File: src/rtl/rev_pe_err_logger.sv
// Error-event logger for the reversible multiply-add PE: synchronises the PE check
// flags, counts flagged cycles per run, records the first error and serves a register read port.
module rev_pe_err_logger #(
  parameter int unsigned DATA_NUM    = 16,
  parameter int unsigned CNT_WIDTH   = 8,
  parameter int unsigned SYNC_STAGES = 2
) (
  input  logic        clk,
  input  logic        rst_n,
  input  logic        run_start,
  input  logic        clear,
  input  logic        pe_vld,
  input  logic        err1_in,
  input  logic        err2_in,
  input  logic        rd_en,
  input  logic [2:0]  rd_addr,
  output logic [15:0] rd_data,
  output logic        rd_valid,
  output logic        irq_done
);

  localparam int unsigned IdxW  = $clog2(DATA_NUM) + 1;
  localparam int unsigned DrainW = $clog2(SYNC_STAGES + 2);
  localparam logic [IdxW-1:0]      LastIdx   = IdxW'(DATA_NUM - 1);
  localparam logic [DrainW-1:0]    DrainLoad = DrainW'(SYNC_STAGES + 1);
  localparam logic [CNT_WIDTH-1:0] CntMax    = {CNT_WIDTH{1'b1}};

  typedef enum logic [1:0] {
    StIdle  = 2'd0,
    StArmed = 2'd1,
    StDrain = 2'd2,
    StDone  = 2'd3
  } state_e;

  state_e                 state_q, state_d;
  logic [SYNC_STAGES-1:0] sync1_q, sync2_q;
  logic                   s_err1, s_err2;
  logic [CNT_WIDTH-1:0]   err1_cnt_q, err1_cnt_d, err2_cnt_q, err2_cnt_d;
  logic [IdxW-1:0]        sample_idx_q, sample_idx_d, first_err_idx_q, first_err_idx_d;
  logic [1:0]             first_err_kind_q, first_err_kind_d;
  logic                   first_err_valid_q, first_err_valid_d;
  logic [DrainW-1:0]      drain_cnt_q, drain_cnt_d;
  logic [15:0]            rd_data_q, rd_data_d;
  logic                   rd_valid_q;
  logic                   counting, any_err;

  assign s_err1   = sync1_q[SYNC_STAGES-1];
  assign s_err2   = sync2_q[SYNC_STAGES-1];
  assign counting = (state_q == StArmed) || (state_q == StDrain);
  assign any_err  = (err1_cnt_q != '0) || (err2_cnt_q != '0);

  always_comb begin
    state_d           = state_q;
    err1_cnt_d        = err1_cnt_q;
    err2_cnt_d        = err2_cnt_q;
    sample_idx_d      = sample_idx_q;
    first_err_idx_d   = first_err_idx_q;
    first_err_kind_d  = first_err_kind_q;
    first_err_valid_d = first_err_valid_q;
    drain_cnt_d       = drain_cnt_q;

    if (run_start || clear) begin
      err1_cnt_d        = '0;
      err2_cnt_d        = '0;
      sample_idx_d      = '0;
      first_err_idx_d   = '0;
      first_err_kind_d  = '0;
      first_err_valid_d = 1'b0;
      drain_cnt_d       = '0;
      state_d           = run_start ? StArmed : StIdle;
    end else begin
      if (counting) begin
        if (s_err1 && (err1_cnt_q != CntMax)) err1_cnt_d = err1_cnt_q + 1'b1;
        if (s_err2 && (err2_cnt_q != CntMax)) err2_cnt_d = err2_cnt_q + 1'b1;
        // Index is the pre-increment value of the cycle the flag is seen.
        if ((s_err1 || s_err2) && !first_err_valid_q) begin
          first_err_idx_d   = sample_idx_q;
          first_err_kind_d  = {s_err2, s_err1};
          first_err_valid_d = 1'b1;
        end
      end

      case (state_q)
        StArmed: begin
          if (pe_vld) begin
            sample_idx_d = sample_idx_q + 1'b1;
            if (sample_idx_q == LastIdx) begin
              state_d     = StDrain;
              drain_cnt_d = DrainLoad;
            end
          end
        end
        // Drain lets flags raised alongside the last result clear the synchroniser.
        StDrain: begin
          if (drain_cnt_q == '0) state_d = StDone;
          else drain_cnt_d = drain_cnt_q - 1'b1;
        end
        default: ;
      endcase
    end
  end

  always_comb begin
    rd_data_d = rd_data_q;
    if (rd_en) begin
      case (rd_addr)
        3'd0:    rd_data_d = {11'b0, any_err, first_err_valid_q, 1'b0, state_q};
        3'd1:    rd_data_d = 16'(err1_cnt_q);
        3'd2:    rd_data_d = 16'(err2_cnt_q);
        3'd3:    rd_data_d = {first_err_kind_q, 6'b0, 8'(first_err_idx_q)};
        3'd4:    rd_data_d = 16'(sample_idx_q);
        default: rd_data_d = 16'h0000;
      endcase
    end
  end

  always_ff @(posedge clk or negedge rst_n) begin
    if (!rst_n) begin
      state_q           <= StIdle;
      sync1_q           <= '0;
      sync2_q           <= '0;
      err1_cnt_q        <= '0;
      err2_cnt_q        <= '0;
      sample_idx_q      <= '0;
      first_err_idx_q   <= '0;
      first_err_kind_q  <= '0;
      first_err_valid_q <= 1'b0;
      drain_cnt_q       <= '0;
      rd_data_q         <= '0;
      rd_valid_q        <= 1'b0;
    end else begin
      state_q           <= state_d;
      sync1_q           <= {sync1_q[SYNC_STAGES-2:0], err1_in};
      sync2_q           <= {sync2_q[SYNC_STAGES-2:0], err2_in};
      err1_cnt_q        <= err1_cnt_d;
      err2_cnt_q        <= err2_cnt_d;
      sample_idx_q      <= sample_idx_d;
      first_err_idx_q   <= first_err_idx_d;
      first_err_kind_q  <= first_err_kind_d;
      first_err_valid_q <= first_err_valid_d;
      drain_cnt_q       <= drain_cnt_d;
      rd_data_q         <= rd_data_d;
      rd_valid_q        <= rd_en;
    end
  end

  assign rd_data  = rd_data_q;
  assign rd_valid = rd_valid_q;
  assign irq_done = (state_q == StDone);

endmodule
File: config.mk
export PLATFORM = sky130hd
export DESIGN_NAME = rev_pe_err_logger
export DESIGN_NICKNAME = d
export VERILOG_FILES = /design/src/rtl/rev_pe_err_logger.sv
export SDC_FILE = /design/constraint.sdc
export NUM_CORES = 1
export LEC_CHECK = 0
export CAP_MARGIN = 5
export CORE_AREA = 2 2 71 73
export CTS_CLUSTER_SIZE = 20
export DETAILED_ROUTE_END_ITERATION = 16
export DIE_AREA = 0 0 73 75
export HOLD_SLACK_MARGIN = 0.15
export MAX_ROUTING_LAYER = met4
export PLACE_DENSITY = 0.78
export SETUP_SLACK_MARGIN = 0.15
export SKIP_LAST_GASP = 1
export SLEW_MARGIN = 40
export SYNTH_ARGS = -nofsm -noshare
export SYNTH_HDL_FRONTEND = slang
export SYNTH_SLANG_ARGS = --single-unit
File: constraint.sdc
create_clock -name clk -period 2.4 [get_ports clk]
set_input_delay 0.48 -clock clk [delete_from_list [all_inputs] [get_ports clk]]
set_output_delay 0.48 -clock clk [all_outputs]
set_load 0.02 [all_outputs]
## Yosys cells after proc, flatten, opt, wreduce, memory -nomap -nowiden

Cells that the tools add are included.

- Output and inout bits: 18
- Input bits: 11
- Logic and storage cells: 85
- Flip-flop bits (word level): 54

- Equality and inequality tests: 14
- Muxes and demuxes: 30
- Reduce and logical (&&, ||, !) cells: 25
- $add $sub $neg: 4

Operator list:

| operator | number |
|---|---|
| $pmux 16 s5 | 1 |
| $mux 8 | 6 |
| $mux 5 | 6 |
| $mux 2 | 11 |
| $add 8x1->8 const B | 2 |
| $ne 8x8->1 const B | 2 |
| $reduce_bool 8->1 | 2 |
| $reduce_bool 2->1 | 6 |
| $pmux 2 s2 | 2 |
| $reduce_and 2->1 | 4 |
| $reduce_and 4->1 | 2 |
| $eq 3x2->1 const B | 2 |
| $ne 3x1->1 const B | 2 |
| $add 5x1->5 const B | 1 |
| $eq 5x4->1 const B | 1 |
| $eq 2x2->1 const B | 2 |
| $logic_or 1x1->1 | 4 |
| $mux 1 | 4 |
| $eq 3x1->1 const B | 1 |
| $eq 3x3->1 const B | 1 |
| $logic_and 1x1->1 | 3 |
| $logic_not 3->1 | 1 |
| $ne 3x2->1 const B | 1 |
| $ne 3x3->1 const B | 1 |
| 5 further kinds | 5 |

## Longest topological paths before layout

Gate-level depths: netlist of the first run.

- Depth after elaboration: 5
- Mapped depth: 7
- Depth with buffers taken out: 7

## Least setup slack after synthesis of the first run

No wires, ideal clock.

- Path kind: register to register
- Start: reg state_q[0]
- End: reg err2_cnt_q[7]
- Required time: 2323 ps
- Setup time: 77 ps
- Path buffers: 0
- Clock period less this slack: 1842 ps
- Data arrival time: 1765 ps
- Stages on the path, launching flop included: 7
- Path slack: 558 ps
- Cells stage by stage: dfrtp_1 -> inv_1 -> ha_1 -> nor2b_1 -> and2_1 -> or4b_1 -> a21oi_1

- Cells in the longest elaborated chain, start to end: 4
- Elaborated cells between the ends (all ways): 5
- Classes of those cells: 2 x eq/ne; 3 x reduce/logical

RTL lines:

| element | RTL line | source |
|---|---|---|
| start, declared | 35 | `state_e state_q, state_d;` |
| start signal, assigned | 119 | `state_q <= StIdle;` |
| start signal, assigned | 132 | `state_q <= state_d;` |
| $eq 2x1->1 or $eq 2x2->1 (tied branches) | 49 | `assign counting = (state_q == StArmed) \|\| (state_q == StDrain);` |
| $logic_or 1x1->1 * | 49 |  |
| $reduce_bool 2->1 (no source line) * | -- |  |
| $reduce_and 2->1 (no source line) * | -- |  |
| end signal, assigned | 136 | `err2_cnt_q <= err2_cnt_d;` |
| end, declared | 38 | `logic [CNT_WIDTH-1:0] err1_cnt_q, err1_cnt_d, err2_cnt_q, err2_cnt_d;` |

Every way passes the cells marked *; elsewhere a longest branch is shown, timed or not.
A chain may end at the register's enable or synchronous reset.

## Worst setup path after layout of the first run

- Start: reg state_q[0]
- End: reg err1_cnt_q[7]

- Cells in the longest elaborated chain, start to end: 4
- Elaborated cells between the ends (all ways): 5
- Classes of those cells: 2 x eq/ne; 3 x reduce/logical

RTL lines:

| element | RTL line | source |
|---|---|---|
| $eq 2x1->1 or $eq 2x2->1 (tied branches) | 49 |  |
| $logic_or 1x1->1 * | 49 |  |
| $reduce_bool 2->1 (no source line) * | -- |  |
| $reduce_and 2->1 (no source line) * | -- |  |
| end signal, assigned | 135 | `err1_cnt_q <= err1_cnt_d;` |
| end, declared | 38 |  |

Marked as above.

==> results_dict.tcl, run 1 <==
set metrics [dict create \
    yosysWarnings 0 \
    synth_edf_count 0 \
    r2r_start "state_q[0]" \
    leakage_nw 1.260 \
    antenna_found_initial 0 \
    dpl.hpwl_mm 3.971 \
    p_seq_frac 0.498 \
    netlist_instances 260 \
    maxSlewHeadroom 0.5923 \
    drt-total-wl_mm 5.293 \
    path_clk_slew_ps 90 \
    synth_seq_cells 48 \
    drive_gt1_frac 0.08451 \
    syn-mean-instance-area_um2 9.889 \
    status "complete, no violations" \
    synthTopCellsByCount "dfrtp_1, nor2_1, inv_1, a21oi_1, nand2_1" \
    p_sw_w 0.0004619 \
    die_area_um2 5475 \
    fin_crit_ps 2083 \
    critPathKind "flop to flop" \
    muxShareOfSynthArea 0.05645 \
    power_frac_comb 0.157 \
    fin_util 0.6330 \
    cts-htree-levels 2 \
    synth_compound_area_frac 0.1562 \
    final-setup-viol-count 0 \
    via_count 2011 \
    syn_area_um2 2571 \
    cp-start-kind "flop" \
    period_share 0.8678 \
    routedWlPerCell_um 15.66 \
    drc 0 \
    grt_usage 0.2169 \
    routed_via_density 5.950 \
    tightest_slew_ps 611.6 \
    die_x_um 73 \
    seq_area_frac_synth 0.4672 \
    clock-sinks 48 \
    fmax_ghz 0.4801 \
    yosysMostFrequentCell "dfrtp_1" \
    async_flop_share 1.000 \
    gp_congestion 0.9263 \
    synth_xor_area_frac 0.03066 \
    start_util 0.5517 \
    clock_path_buffers 2 \
    rsz0062_at_grt "false" \
    yosys.area.top_type "dfrtp_1" \
    synth.area.top_cells "dfrtp_1, ha_1, nor2_1" \
    grt_pass1_vias 1861 \
    min_path_type "input port to async pin" \
    crit_arrival_ps 2310 \
    hold_buffers 0 \
    num_rows 25 \
    max-cap-violations 0 \
    clk_latency_ps 310 \
    total_power_w 0.001729 \
    clockPowerShare 0.345 \
    path_max_fanout 8 \
    areaGrowthSynthToFinish_pct 14.74 \
    p_sw_frac 0.2671 \
    finalHoldViolCount 0 \
    io_pins 29 \
    critPathLaunch "state_q[0]" \
    synth.top_cell.area_share 0.4672 \
    cts-root-buf "clkbuf_8" \
    ys.flop_type "dfrtp_1" \
    die_h_um 75 \
    synth_top_family_by_area "simple AND/OR/NAND/NOR gates" \
    dr.pass1.iters 4 \
    fin_skew_ps 2.441 \
    n_antenna_cell 0 \
    grt-ovfl-total 0 \
    synth-simple-area-share 0.1791 \
    drtAntennaViolNets 0 \
    cts_tree "done" \
    numCtsBuffers 5 \
    critPathCaptureType "flop" \
    irDropWorstVdd_mv 0.3575 \
    grt_pass1_wl_mm 8.783 \
    core_um2 4661 \
    finalMaxSlewViolations 0 \
    holdWs_ps 175.1 \
    fill_cells 386 \
    tns_ps 0 \
    ys_types 54 \
    grt_max_degree 26 \
    post_cts_buffers 0 \
    synth-adder-area-share 0.04866 \
    p_int_w 0.001267 \
    fin_nets 304 \
    io_buffers 22 \
    cts_resized 0 \
    drt_iter0_drc 106 \
    power.density_nw_per_um2 586.1 \
    cp.required_ps 2630 \
]
[cell families after synthesis]
| group | after synthesis |
|---|---|
| multiplexers | 14 |
| AO/OA/AOI/OAI | 59 |
| adder cells (fa/ha/maj) | 10 |
| AND/OR/NAND/NOR | 86 |
| flip-flops | 48 |
| other | 1 |
| buffers and inverters | 33 |
| XOR/XNOR | 9 |
[final timing paths]
check	cells past startpoint	slack (ps)	to
max	6	320	err1_cnt_q[7]
min	1	180	err2_cnt_q[5]
max reg2reg	6	320	err1_cnt_q[7]
min reg2reg	0	350	sync1_q[1]
max in group asynchronous	2	1680	rd_data[1]
min in group clk	0	350	sync1_q[1]
[placed cells by master (no fill, tap or decap), types with 5 or more instances in the layout]
master	count
o22ai_1	5
dfrtp_1	48
xor2_1	6
a22oi_1	9
nor2_1	30
clkbuf_8	5
buf_4	5
o21ai_0	6
clkdlybuf4s50_1	21
inv_1	16
mux2i_1	10
nand2_1	12
conb_1	6
a21oi_1	12
nor2b_1	8
ha_1	10
and3_1	5
nand3_1	5
[layer usage]
| metal | vias up | global-route usage | wire length, um |
|---|---|---|---|
| met1 | 995 | 0.2808 | 2396 |
| met2 | 56 | 0.3413 | 2602 |
| met4 | 0 | 0.07407 | 96 |
| li1 | 951 | - | - |
| met3 | 9 | 0.04418 | 197 |
| met5 | - | - | 0 |
[flip-flops by register name, indices dropped and copies added, names as in the netlist]
register           count
rd_data               10
err1_cnt_q             8
err2_cnt_q             8
first_err_idx_q        5
sample_idx_q           5
drain_cnt_q            2
first_err_kind_q       2
state_q                2
sync1_q                2
sync2_q                2
first_err_valid_q      1
rd_valid               1
[worst max-delay path, cell delays in order, from the launching register on]
cell,delay (ps)
dfrtp_1,430
inv_1,90
ha_1,370
and2b_1,300
o21ai_2,150
or4_1,500
a21oi_1,170
[power groups by stage]
stage	logic, W	clock network [W]	registers, W
3_3_place_gp	0.000266	0	0.000876
3_5_place_dp	0.000271	0	0.000878
6_report	0.000271	0.000596	0.000862
5_1_grt	0.000302	0.000639	0.000866
4_1_cts	0.000273	0.000608	0.000862
2_1_floorplan	0.000174	0	0.000880
[final cells by class]
class                           instances  area (um^2)  share of cell area
Tap cell                               54        67.56             0.02290
Inverter                               16        60.06             0.02036
Sequential cell                        48         1201              0.4071
Timing Repair Buffer                   28        272.8             0.09245
Clock buffer                            5        68.82             0.02332
Clock inverter                          3        46.29             0.01569
Multi-Input combinational cell        184         1234              0.4181
[through the flow]
| step | std cells | cell area (um^2) | setup WS [ps] |
|---|---|---|---|
| 2_1_floorplan | 265 | 2590 | 557.7 |
| 3_3_place_gp | 330 | 2835 | 300.9 |
| 3_5_place_dp | 330 | 2835 | 267.6 |
| 4_1_cts | 338 | 2950 | 351.2 |
| 5_1_grt | 338 | 2950 | 189.0 |
| 6_report | 338 | 2950 | 317.2 |
Note: power is estimated with default switching activity, not from simulation.
==> run 2: changes to the inputs <==
--- a/config.mk
+++ b/config.mk
@@ -12,7 +12,7 @@
 export DIE_AREA = 0 0 73 75
 export HOLD_SLACK_MARGIN = 0.15
 export MAX_ROUTING_LAYER = met4
-export PLACE_DENSITY = 0.78
+export PLACE_DENSITY_LB_ADDON = 0.25
 export SETUP_SLACK_MARGIN = 0.15
 export SKIP_LAST_GASP = 1
 export SLEW_MARGIN = 40
==> run 2 against run 1 <==
  * Count of clock-buffer cells in the layout did not move
  * Power down 1.4%
  * Sequential cell count is the same
  * Utilization shrank 0.35 points
  * Sequential share of layout area rose by 0.23 points
  * Largest cell class unchanged
==> results_dict.tcl, run 2 (synthesized netlist as in run 1, its figures left out) <==
set metrics [dict create \
    final-setup-viol-count 0 \
    post-place-ws_ps 254.0 \
    cts-htree-levels 2 \
    tightest_slew_ps 550.1 \
    n_antenna_cell 0 \
    max-cap-violations 0 \
    path_clk_slew_ps 90 \
    power.density_nw_per_um2 581.2 \
    cp-start-kind "flop" \
    grt_usage 0.2229 \
    cts_resized 0 \
    largest_register_ffs 10 \
    grt_pass1_wl_mm 9.059 \
    maxSlewHeadroom 0.6333 \
    antenna_found_initial 0 \
    core_um2 4661 \
    io_pins 29 \
    rsz0062_at_grt "false" \
    drt_iter0_drc 77 \
    fin_ws_ps 326.7 \
    fin_skew_ps 5.754 \
    hold_buffers 0 \
    post_cts_buffers 0 \
    clk_latency_ps 290 \
    num_rows 25 \
    drc 0 \
    min_path_type "input port to async pin" \
    reg2reg_depth 6 \
    start_util 0.5517 \
    grt_pass1_vias 1948 \
    grt_max_degree 27 \
    dr.pass1.iters 4 \
    via_count 1938 \
    io_buffers 22 \
    period_share 0.8639 \
    irDropWorstVdd_mv 0.4654 \
    drive_gt1_frac 0.08451 \
    layout_commonest_cell "dfrtp_1" \
    fin_util 0.6295 \
    finalMaxSlewViolations 0 \
    drtAntennaViolNets 0 \
    clock_path_buffers 2 \
    final_cell_mix "dfrtp_1, nor2_1, clkdlybuf4s50_1" \
    critPathKind "flop to flop" \
    leakage_nw 1.254 \
    drt-total-wl_mm 5.312 \
    numCtsBuffers 5 \
    cp.required_ps 2620 \
    grt-ovfl-total 0 \
    cts-root-buf "clkbuf_8" \
    die_h_um 75 \
    finalHoldViolCount 0 \
    path_max_fanout 8 \
    fmax_ghz 0.4823 \
    dpl.hpwl_mm 3.966 \
    routedWlPerCell_um 15.72 \
    crit_arrival_ps 2300 \
    fin_crit_ps 2073 \
    status "complete, no violations" \
    cts_tree "done" \
    areaGrowthSynthToFinish_pct 14.11 \
    tns_ps 0 \
    fin_nets 304 \
    die_x_um 73 \
    clock-sinks 48 \
    gp_congestion 0.8767 \
    critPathCaptureType "flop" \
    die_area_um2 5475 \
    routed_via_density 5.734 \
]
## run 2: path summary, 6_finish.rpt
kind	from	endpoint	slack [ps]
hold / removal	rst_n	err2_cnt_q[1]	160
setup reg to reg	state_q[0]	err1_cnt_q[7]	330
min in group clk	sync2_q[0]	sync2_q[1]	350
max in group asynchronous	rst_n	err1_cnt_q[2]	1660
hold reg to reg	sync2_q[0]	sync2_q[1]	350
setup / recovery	state_q[0]	err1_cnt_q[7]	330
## run 2: final cells by class
cell class | instances | area, um^2
multi-input combinational | 184 | 1234
clock buffer | 5 | 68.82
sequential | 48 | 1201
timing repair buffer | 28 | 260.3
inverter | 16 | 60.06
tap | 54 | 67.56
fill | 396 | 1727
clock inverter | 3 | 42.54
## run 2: power breakdown
group          switching [W]  internal [W]  total, W
Clock               0.000266      0.000308  0.000574
Combinational       0.000155      0.000115  0.000270
Sequential         0.0000251      0.000836  0.000862
Total               0.000445       0.00126   0.00171
## run 2: critical path, cell delays in order, from the launching register on
cell,delay (ps)
dfrtp_1,440
inv_1,80
ha_1,370
and2b_1,320
o21ai_2,160
or4_1,490
a21oi_1,150
## run 2: metrics by stage
step | cells | area (um^2) | hold WS (ps) | power, W
final | 338 | 2934 | 159.9 | 0.001705
after floorplan | 265 | 2590 | 184.4 | 0.001054
after detailed placement | 330 | 2823 | 337.9 | 0.001148
after global routing | 338 | 2934 | 197.5 | 0.001789
after global placement | 330 | 2823 | 333.1 | 0.001142
after CTS | 338 | 2934 | 175.2 | 0.001720
## run 2: per-layer routing
layer | up-vias | part of all wire | track usage
met5 | - | 0 | -
met4 | 0 | 0.019 | 0.08025
met3 | 9 | 0.036 | 0.03882
met2 | 46 | 0.48 | 0.3684
met1 | 934 | 0.46 | 0.2765
li1 | 949 | - | -
==> run 3: changes to the inputs <==
--- a/config.mk
+++ b/config.mk
@@ -6,10 +6,10 @@
 export NUM_CORES = 1
 export LEC_CHECK = 0
 export CAP_MARGIN = 5
-export CORE_AREA = 2 2 71 73
+export CORE_AREA = 2 2 75 77
 export CTS_CLUSTER_SIZE = 20
 export DETAILED_ROUTE_END_ITERATION = 16
-export DIE_AREA = 0 0 73 75
+export DIE_AREA = 0 0 77 79
 export HOLD_SLACK_MARGIN = 0.15
 export MAX_ROUTING_LAYER = met4
 export PLACE_DENSITY_LB_ADDON = 0.25
==> constraint.sdc (replaced) <==
create_clock -name clk -period 1.85 [get_ports clk]
set_input_delay 0.37 -clock clk [delete_from_list [all_inputs] [get_ports clk]]
set_output_delay 0.37 -clock clk [all_outputs]
set_load 0.02 [all_outputs]
==> run 3 against run 2 <==
  * Clock power rose by 35%
  * Sequential power grew 29%
  * Die area grew 11%
  * Worst setup slack got worse by 140 ps
  * Wire length is 6.6% higher
  * Power rose by 36%
  * Global-route usage is 1.8 points lower
  * Design area is 9.7% higher
  * Highest routed layer unchanged
==> results_dict.tcl, run 3 (synthesized netlist as in run 1, its figures left out) <==
set metrics [dict create \
    grt-ovfl-total 0 \
    cp_slowest_stage_delay_ps 610 \
    num_rows 27 \
    via_count 2039 \
    r2r_start "sample_idx_q[0]" \
    finalMaxSlewViolations 0 \
    die_x_um 77 \
    status "complete, no violations" \
    min_path_type "flop to flop" \
    largest_register_ffs 10 \
    path_clk_slew_ps 90 \
    grt_usage 0.2052 \
    final-setup-viol-count 0 \
    final_cell_mix "dfrtp_1, nor2_1, buf_4" \
    critPathKind "flop to primary output" \
    n_antenna_cell 0 \
    io_buffers 22 \
    core_um2 5338 \
    numCtsBuffers 5 \
    fin_ws_ps 190.4 \
    fin_nets 326 \
    post-place-ws_ps -18.35 \
    fin_crit_ps 1660 \
    layout_commonest_cell "dfrtp_1" \
    crit_slowest_cell "clkdlybuf4s50_1" \
    die_h_um 79 \
    power.density_nw_per_um2 722.6 \
    path_max_fanout 2 \
    io_pins 29 \
    critPathLaunch "rd_data[3]" \
    period_share 0.8971 \
    hold_start "sync1_q[0]" \
    drive_gt1_frac 0.2026 \
    critPathCaptureType "primary output" \
    total_power_w 0.002325 \
    crit_family "buffers and inverters" \
    clk_latency_ps 300 \
    dr.pass1.iters 4 \
    fmax_ghz 0.6025 \
    routed_via_density 5.394 \
    routedWlPerCell_um 14.97 \
    rsz0062_at_grt "true" \
    leakage_nw 1.381 \
    areaGrowthSynthToFinish_pct 25.16 \
    cp-start-kind "flop" \
    irDropWorstVdd_mv 0.5681 \
    holdWs_ps 355.3 \
    drt-total-wl_mm 5.660 \
    cts-htree-levels 2 \
    fin_skew_ps 5.869 \
    grt_max_degree 31 \
    gp_congestion 0.8902 \
    clock_path_buffers 2 \
    cts-root-buf "clkbuf_8" \
    clock-sinks 48 \
    grt_pass1_vias 1965 \
    max-cap-violations 0 \
    finalHoldViolCount 0 \
    path_buf_inv 1 \
    antenna_found_initial 0 \
    grt_pass1_wl_mm 9.570 \
    drt_iter0_drc 76 \
    cp.required_ps 1480 \
    start_util 0.4817 \
    dpl.hpwl_mm 4.163 \
    drtAntennaViolNets 0 \
    cts_tree "done" \
    drc 0 \
    die_area_um2 6083 \
    crit_arrival_ps 1290 \
    cp_cell_sequence "clkdlybuf4s50_1" \
]
run 3: changes by cell type in the layout (fill, tap and decap cells not counted), moves of 2 or more:
| cell | previous run | this run |
|---|---|---|
| a21boi_0 | 2 | 0 |
| a21oi_1 | 12 | 10 |
| a21oi_2 | 0 | 2 |
| buf_12 | 0 | 2 |
| buf_4 | 6 | 25 |
| dfrtp_1 | 48 | 46 |
| dfrtp_2 | 0 | 2 |
| ha_1 | 10 | 8 |
run 3: what timing repair did:
item / 4_1_cts / 5_1_grt
gates resized for setup: 8 / 11
setup endpoints to repair: 7 / 9
endpoints found under the hold margin: 18 / 0
pin swaps: 4 / 9
buffers inserted: 6 / 2
hold buffers: 1 / 0
run 3: metrics by stage:
stage | cells | TNS [ps] | cell area, um^2 | util
finish | 378 | 0 | 3218 | 0.6029
global route | 378 | 0 | 3218 | 0.6029
CTS | 376 | 0 | 3172 | 0.5942
detailed placement | 361 | -26.27 | 2992 | 0.5605
global placement | 361 | 0 | 2992 | 0.5605
floorplan | 265 | 0 | 2614 | -
run 3: metal layers:
metal / wire length [um] / global-route usage
met1: 2579 / 0.2623
met2: 2868 / 0.3404
met3: 150 / 0.03182
met4: 61 / 0.06429
met5: 0 / -
run 3: area by class of cell:
class	count	area, um^2
clock buffers	5	68.82
inverters	16	60.06
well taps	72	90.09
repair buffers	50	447.9
multi-input cells	184	1301
flip-flops and latches	48	1204
clock inverters	3	46.29
fillers	485	2120
run 3: path summary, 6_finish.rpt:
| path | depth (start not counted) | endpoint | slack (ps) |
|---|---|---|---|
| max in group asynchronous | 3 | state_q[1] | 750 |
| min in group asynchronous | 2 | err2_cnt_q[4] | 570 |
| min | 0 | sync1_q[1] | 360 |
| max reg2reg | 7 | drain_cnt_q[1] | 190 |
| max | 1 | rd_data[3] | 190 |
| min reg2reg | 0 | sync1_q[1] | 360 |
run 3: power breakdown:
group	internal (W)	switching, W	leakage, nW
sequential	0.00109	0.0000276	0.640
combinational	0.000210	0.000226	0.686
clock	0.000407	0.000369	0.0548
total	0.00170	0.000622	1.38
